--- src/rtl/updown_counter_gen_if.sv ---
// Control and status bundle for updown_counter_gen.
// The master side drives the controls; the slave side is the counter itself.
interface updown_counter_gen_if #(
  parameter int WIDTH = 4
);
  logic             en;
  logic             up_down;
  logic             sat_mode;
  logic             load;
  logic [WIDTH-1:0] load_val;
  logic             clr_flags;
  logic [WIDTH-1:0] counter;
  logic             at_max;
  logic             at_min;
  logic             tc;
  logic             ovf;
  logic             unf;

  modport master (
    output en, up_down, sat_mode, load, load_val, clr_flags,
    input  counter, at_max, at_min, tc, ovf, unf
  );

  modport slave (
    input  en, up_down, sat_mode, load, load_val, clr_flags,
    output counter, at_max, at_min, tc, ovf, unf
  );
endinterface

--- src/rtl/updown_counter_gen.sv ---
// Up/down counter over 0..MAX_VAL with parallel load, wrap or saturate at the
// bounds, a terminal-count pulse and sticky overflow/underflow flags.
module updown_counter_gen #(
  parameter int              WIDTH     = 4,
  parameter longint unsigned MAX_VAL   = (64'd1 << WIDTH) - 64'd1,
  parameter longint unsigned RESET_VAL = 64'd0
) (
  input logic                clk,
  input logic                reset,
  updown_counter_gen_if.slave bus
);

  if (WIDTH < 2 || WIDTH > 32) begin : g_bad_width
    $error("updown_counter_gen: WIDTH must be in 2..32");
  end
  if (MAX_VAL == 64'd0 || MAX_VAL >= (64'd1 << WIDTH)) begin : g_bad_max
    $error("updown_counter_gen: MAX_VAL must be in 1..2**WIDTH-1");
  end
  if (RESET_VAL > MAX_VAL) begin : g_bad_reset
    $error("updown_counter_gen: RESET_VAL must not exceed MAX_VAL");
  end

  localparam logic [WIDTH-1:0] MAX_W   = WIDTH'(MAX_VAL);
  localparam logic [WIDTH-1:0] RESET_W = WIDTH'(RESET_VAL);
  localparam logic [WIDTH-1:0] ONE_W   = WIDTH'(1);

  logic [WIDTH-1:0] count_q, count_d;
  logic             tc_q, tc_d;
  logic             ovf_q, unf_q;
  logic             ovf_set, unf_set;
  logic             at_max_w, at_min_w;

  assign at_max_w = (count_q == MAX_W);
  assign at_min_w = (count_q == '0);

  // Boundary compares use MAX_VAL so that non-power-of-two moduli wrap correctly.
  always_comb begin
    count_d = count_q;
    tc_d    = 1'b0;
    ovf_set = 1'b0;
    unf_set = 1'b0;
    if (bus.load) begin
      count_d = (bus.load_val > MAX_W) ? MAX_W : bus.load_val;
    end else if (bus.en) begin
      if (bus.up_down) begin
        if (at_max_w) begin
          tc_d    = 1'b1;
          ovf_set = 1'b1;
          count_d = bus.sat_mode ? MAX_W : '0;
        end else begin
          count_d = count_q + ONE_W;
        end
      end else begin
        if (at_min_w) begin
          tc_d    = 1'b1;
          unf_set = 1'b1;
          count_d = bus.sat_mode ? '0 : MAX_W;
        end else begin
          count_d = count_q - ONE_W;
        end
      end
    end
  end

  // A new boundary event wins over a coincident clr_flags.
  always_ff @(posedge clk) begin
    if (reset) begin
      count_q <= RESET_W;
      tc_q    <= 1'b0;
      ovf_q   <= 1'b0;
      unf_q   <= 1'b0;
    end else begin
      count_q <= count_d;
      tc_q    <= tc_d;
      ovf_q   <= ovf_set | (ovf_q & ~bus.clr_flags);
      unf_q   <= unf_set | (unf_q & ~bus.clr_flags);
    end
  end

  assign bus.counter = count_q;
  assign bus.at_max  = at_max_w;
  assign bus.at_min  = at_min_w;
  assign bus.tc      = tc_q;
  assign bus.ovf     = ovf_q;
  assign bus.unf     = unf_q;

endmodule

--- src/flat_wrapper.sv ---
// flat-port wrapper written by rule: the top's interface ports become plain ports
module updown_counter_gen_flat 
#(
  parameter int              WIDTH     = 4,
  parameter longint unsigned MAX_VAL   = (64'd1 << WIDTH) - 64'd1,
  parameter longint unsigned RESET_VAL = 64'd0
)
  (clk, reset, bus_en, bus_up_down, bus_sat_mode, bus_load, bus_load_val, bus_clr_flags, bus_counter, bus_at_max, bus_at_min, bus_tc, bus_ovf, bus_unf);
  updown_counter_gen_if #(.WIDTH(WIDTH)) bus_i ();
  input logic clk;
  input logic reset;
  input wire logic [$bits(bus_i.en)-1:0] bus_en;
  input wire logic [$bits(bus_i.up_down)-1:0] bus_up_down;
  input wire logic [$bits(bus_i.sat_mode)-1:0] bus_sat_mode;
  input wire logic [$bits(bus_i.load)-1:0] bus_load;
  input wire logic [$bits(bus_i.load_val)-1:0] bus_load_val;
  input wire logic [$bits(bus_i.clr_flags)-1:0] bus_clr_flags;
  output wire logic [$bits(bus_i.counter)-1:0] bus_counter;
  output wire logic [$bits(bus_i.at_max)-1:0] bus_at_max;
  output wire logic [$bits(bus_i.at_min)-1:0] bus_at_min;
  output wire logic [$bits(bus_i.tc)-1:0] bus_tc;
  output wire logic [$bits(bus_i.ovf)-1:0] bus_ovf;
  output wire logic [$bits(bus_i.unf)-1:0] bus_unf;
  assign bus_i.en = bus_en;
  assign bus_i.up_down = bus_up_down;
  assign bus_i.sat_mode = bus_sat_mode;
  assign bus_i.load = bus_load;
  assign bus_i.load_val = bus_load_val;
  assign bus_i.clr_flags = bus_clr_flags;
  assign bus_counter = bus_i.counter;
  assign bus_at_max = bus_i.at_max;
  assign bus_at_min = bus_i.at_min;
  assign bus_tc = bus_i.tc;
  assign bus_ovf = bus_i.ovf;
  assign bus_unf = bus_i.unf;
  updown_counter_gen #(.WIDTH(WIDTH), .MAX_VAL(MAX_VAL), .RESET_VAL(RESET_VAL)) u_core (.clk(clk), .reset(reset), .bus(bus_i));
endmodule
--- config.mk ---
export PLATFORM = sky130hd
export DESIGN_NAME = updown_counter_gen_flat
export DESIGN_NICKNAME = d
export VERILOG_FILES = /design/src/rtl/updown_counter_gen_if.sv /design/src/rtl/updown_counter_gen.sv /design/src/flat_wrapper.sv
export SDC_FILE = /design/constraint.sdc
export NUM_CORES = 1
export LEC_CHECK = 0
export CORE_AREA = 2 2 39 41
export CTS_CLUSTER_DIAMETER = 40
export DETAILED_ROUTE_END_ITERATION = 10
export DIE_AREA = 0 0 41 43
export PLACE_DENSITY = 0.78
export SETUP_SLACK_MARGIN = 0.1
export SLEW_MARGIN = 20
export SYNTH_ARGS = -nofsm -noshare
export SYNTH_HDL_FRONTEND = slang
export SYNTH_SLANG_ARGS = --single-unit
--- constraint.sdc ---
create_clock -name clk -period 1.8 [get_ports clk]
set_clock_uncertainty 0.15 [all_clocks]
set_input_delay 0.36 -clock clk [delete_from_list [all_inputs] [get_ports clk]]
set_output_delay 0.36 -clock clk [all_outputs]
set_load 0.02 [all_outputs]
==> results by group, run 1 <==
Run status
  • Status: completed

Placement
  • Area after DPL: 878 sq um
  • Cells after DPL: 120
  • GPL Wtd Cong: 0.900
  • Port bufs: 19
  • DP HPWL: 1340 um
  • Dpl ws: -0.111 ns

Yosys
  • Mapped cell area: 544 sq um
  • Synth Register Bits: 7
  • Top cells by area, synth: dfxtp_1 (26%), nand2b_1 (9.2%), a21oi_1 (6.4%)
  • FFs w/ async S/R, synth: 0%
  • EDFF count, synth: 0
  • Post-synthesis sequential area ratio: 25.7%
  • Syn nets: 83
  • Synthesized instance count: 70
  • Yosys top cell by area: dfxtp_1
  • Ys Warns: 0
  • Syn Area/Cell: 7.78 sq um
  • Synth unique cells: 34
  • Area share of the largest cell type after synthesis: 25.7%
  • Ys flop type: dfxtp_1

STA
  • Slew Viols, Final: 0
  • Slew headroom: 76.0%
  • Fmax: 0.589 GHz
  • Final setup violation count: 0
  • Crit share post-route: 94.4%
  • RSZ-0062 raised after global routing: true
  • Final WS setup: 0.102 ns
  • Worst slew pin tran: 0.359 ns
  • Worst hold slack: 0.330 ns
  • Setup TNS: 0 ns
  • Final Hold Viols: 0
  • Crit path time final: 1.70 ns

Routing
  • Met2 wire length: 852 um
  • Post-Route WL: 1740 um
  • Wire per inst: 14.0 um
  • Via-to-Cell Ratio: 5.64
  • Met3 WL post-DR: 110 um
  • Via count: 699
  • # DRC: 0
  • DRT met1 WL: 722 um
  • Drt initial violations: 33
  • ANT nets after route: 0
  • DR pass1 iterations: 4
  • Highest metal used: met4

Setup path
  • Crit path to: bus_at_max
  • Crit. End Element: output pin
  • Critical path data required time: 1.29 ns
  • RR Endpoint: u_core.bus.counter[0]$_SDFFE_PP0P_
  • Crit path kind: register to output pin
  • Worst Setup SP: u_core.bus.counter[0]$_SDFFE_PP0P_
  • Critical path arrival: 1.19 ns
  • Reg2Reg Launch Point: u_core.bus.counter[0]$_SDFFE_PP0P_
  • Reg2reg setup slack: 0.20 ns
  • Worst R2R Path Depth: 6
  • CP Max Fanout: 3
  • Startpoint Class: register

Power and ir drop
  • VDD IR max: 0.373 mV
  • PnR Total Power: 559 uW
  • Power Density: 613 nW/um^2
  • Leak: 0.422 nW

Cells and area
  • Post-layout util: 65.9%
  • Most common cell after layout, fill and taps aside: buf_4
  • Fin cells: 124
  • Area growth from synthesis to final layout: 67.6%
  • Nets: 122
  • Multi-input logic area: 375 sq um
  • FF/Latch Area: 143 sq um
  • Antenna Cells: 0
  • Design Area, Final: 912 sq um
  • Share of cells above drive strength 1: 30.6%
  • Commonest non-fill, non-tap cells in the layout: buf_4 (22), clkdlybuf4s50_1 (9), nand2b_1 (8)
  • Fill count: 120

CTS
  • Clk sinks: 7
  • Root Driver: clkbuf_4
  • Hold buffer count at cts: 0
  • H-tree levels: 1
  • Worst-case clock buffer depth: 2
  • CTS tree: done
  • TritonCTS Buffers: 3
  • Clk_lat worst skew: 0.28 ns
  • Clock slew at reported path FFs: 0.06 ns

Floorplanning
  • Num rows: 14
  • Full die area: 1760 sq um
  • Vert. Die Dim: 43 um
  • Die X: 41 um
  • Core area: 1380 sq um
  • IO Count: 20
  • Initial core utilization: 39.3%

Global route
  • Maximum number of pins on one net before global-route repair: 10
  • Initial antenna violation count: 0
  • Vias in the first global route: 685
  • Total GRT Usage: 24.1%
  • Grt ovf: 0
  • Global-route wire length before repair: 2830 um

Run
  • Maxcap violations: 0

Hold path
  • HP Class: register to register
area by class of cell:
type | count | share of cell area, %
clock buffers | 4 | 2.88
inverters | 4 | 1.65
multi-input cells | 54 | 41.2
flip-flops and latches | 7 | 15.6
well taps | 16 | 2.19
repair buffers | 39 | 36.5
how the worst min path moves through the flow:
stage	from	end	slack, ns	depth (start not counted)
after floorplan	bus_load_val[2]	u_core.bus.counter[2]$_SDFFE_PP0P_	0.36	2
after global placement	u_core.bus.unf$_SDFF_PP0_	u_core.bus.unf$_SDFF_PP0_	0.30	2
after detailed placement	u_core.bus.unf$_SDFF_PP0_	u_core.bus.unf$_SDFF_PP0_	0.33	2
after CTS	u_core.bus.unf$_SDFF_PP0_	u_core.bus.unf$_SDFF_PP0_	0.33	2
after global routing	u_core.bus.unf$_SDFF_PP0_	u_core.bus.unf$_SDFF_PP0_	0.35	2
final	u_core.bus.unf$_SDFF_PP0_	u_core.bus.unf$_SDFF_PP0_	0.33	2
cell usage after synthesis, types with 2 or more instances:
cell,n
a21oi_1,7
a31oi_1,2
and2_1,2
clkbuf_1,2
dfxtp_1,7
ha_1,2
inv_1,4
nand2_1,2
nand2b_1,8
nor2_1,5
nor2b_1,2
nor3_1,3
o22ai_1,2
o32ai_1,2
registers in the layout, indices dropped and copies added, names as in the netlist:
register / count
u_core.bus.unf: 1
u_core.bus.counter: 4
u_core.bus.ovf: 1
u_core.bus.tc: 1
kinds of logic after synthesis:
logic type / count (synthesis) / share of synthesized area (%)
buffers and inverters: 9 / 7.81
AOI/OAI and AO/OA: 21 / 26.2
adders and majority gates: 2 / 4.60
DFF: 7 / 25.7
and+or+nand+nor: 31 / 35.6
power by group:
part,internal [mW],switching (mW),leakage [nW]
Combinational,0.121,0.104,0.348
Sequential,0.165,0.00826,0.0580
Clock,0.0856,0.0744,0.0150
Total,0.372,0.187,0.422
worst max-delay path, stage by stage, from the launching register on:
cell and delay [ns]:
dfxtp_2 0.33, ha_1 0.20, and3_2 0.23, buf_4 0.16
routing by layer:
layer	global-route usage [%]	vias up
met5	0	-
met2	40.0	34
met4	14.7	0
met1	27.1	321
met3	3.14	7
li1	-	337
timing repair:
item	4_1_cts	5_1_grt
cloned	0	0
setup endpoints to repair	8	6
pin swaps	1	0
setup buffers	0	0
resized for setup	19	4
Note: power is estimated with default switching activity, not from simulation.
==> run 2, diff against run 1 <==
ABC_CLOCK_PERIOD_IN_PS = 1800   (was default)
==> results of run 2 <==
Same layout as run 1: the final DEF is identical, and so are final timing and power.
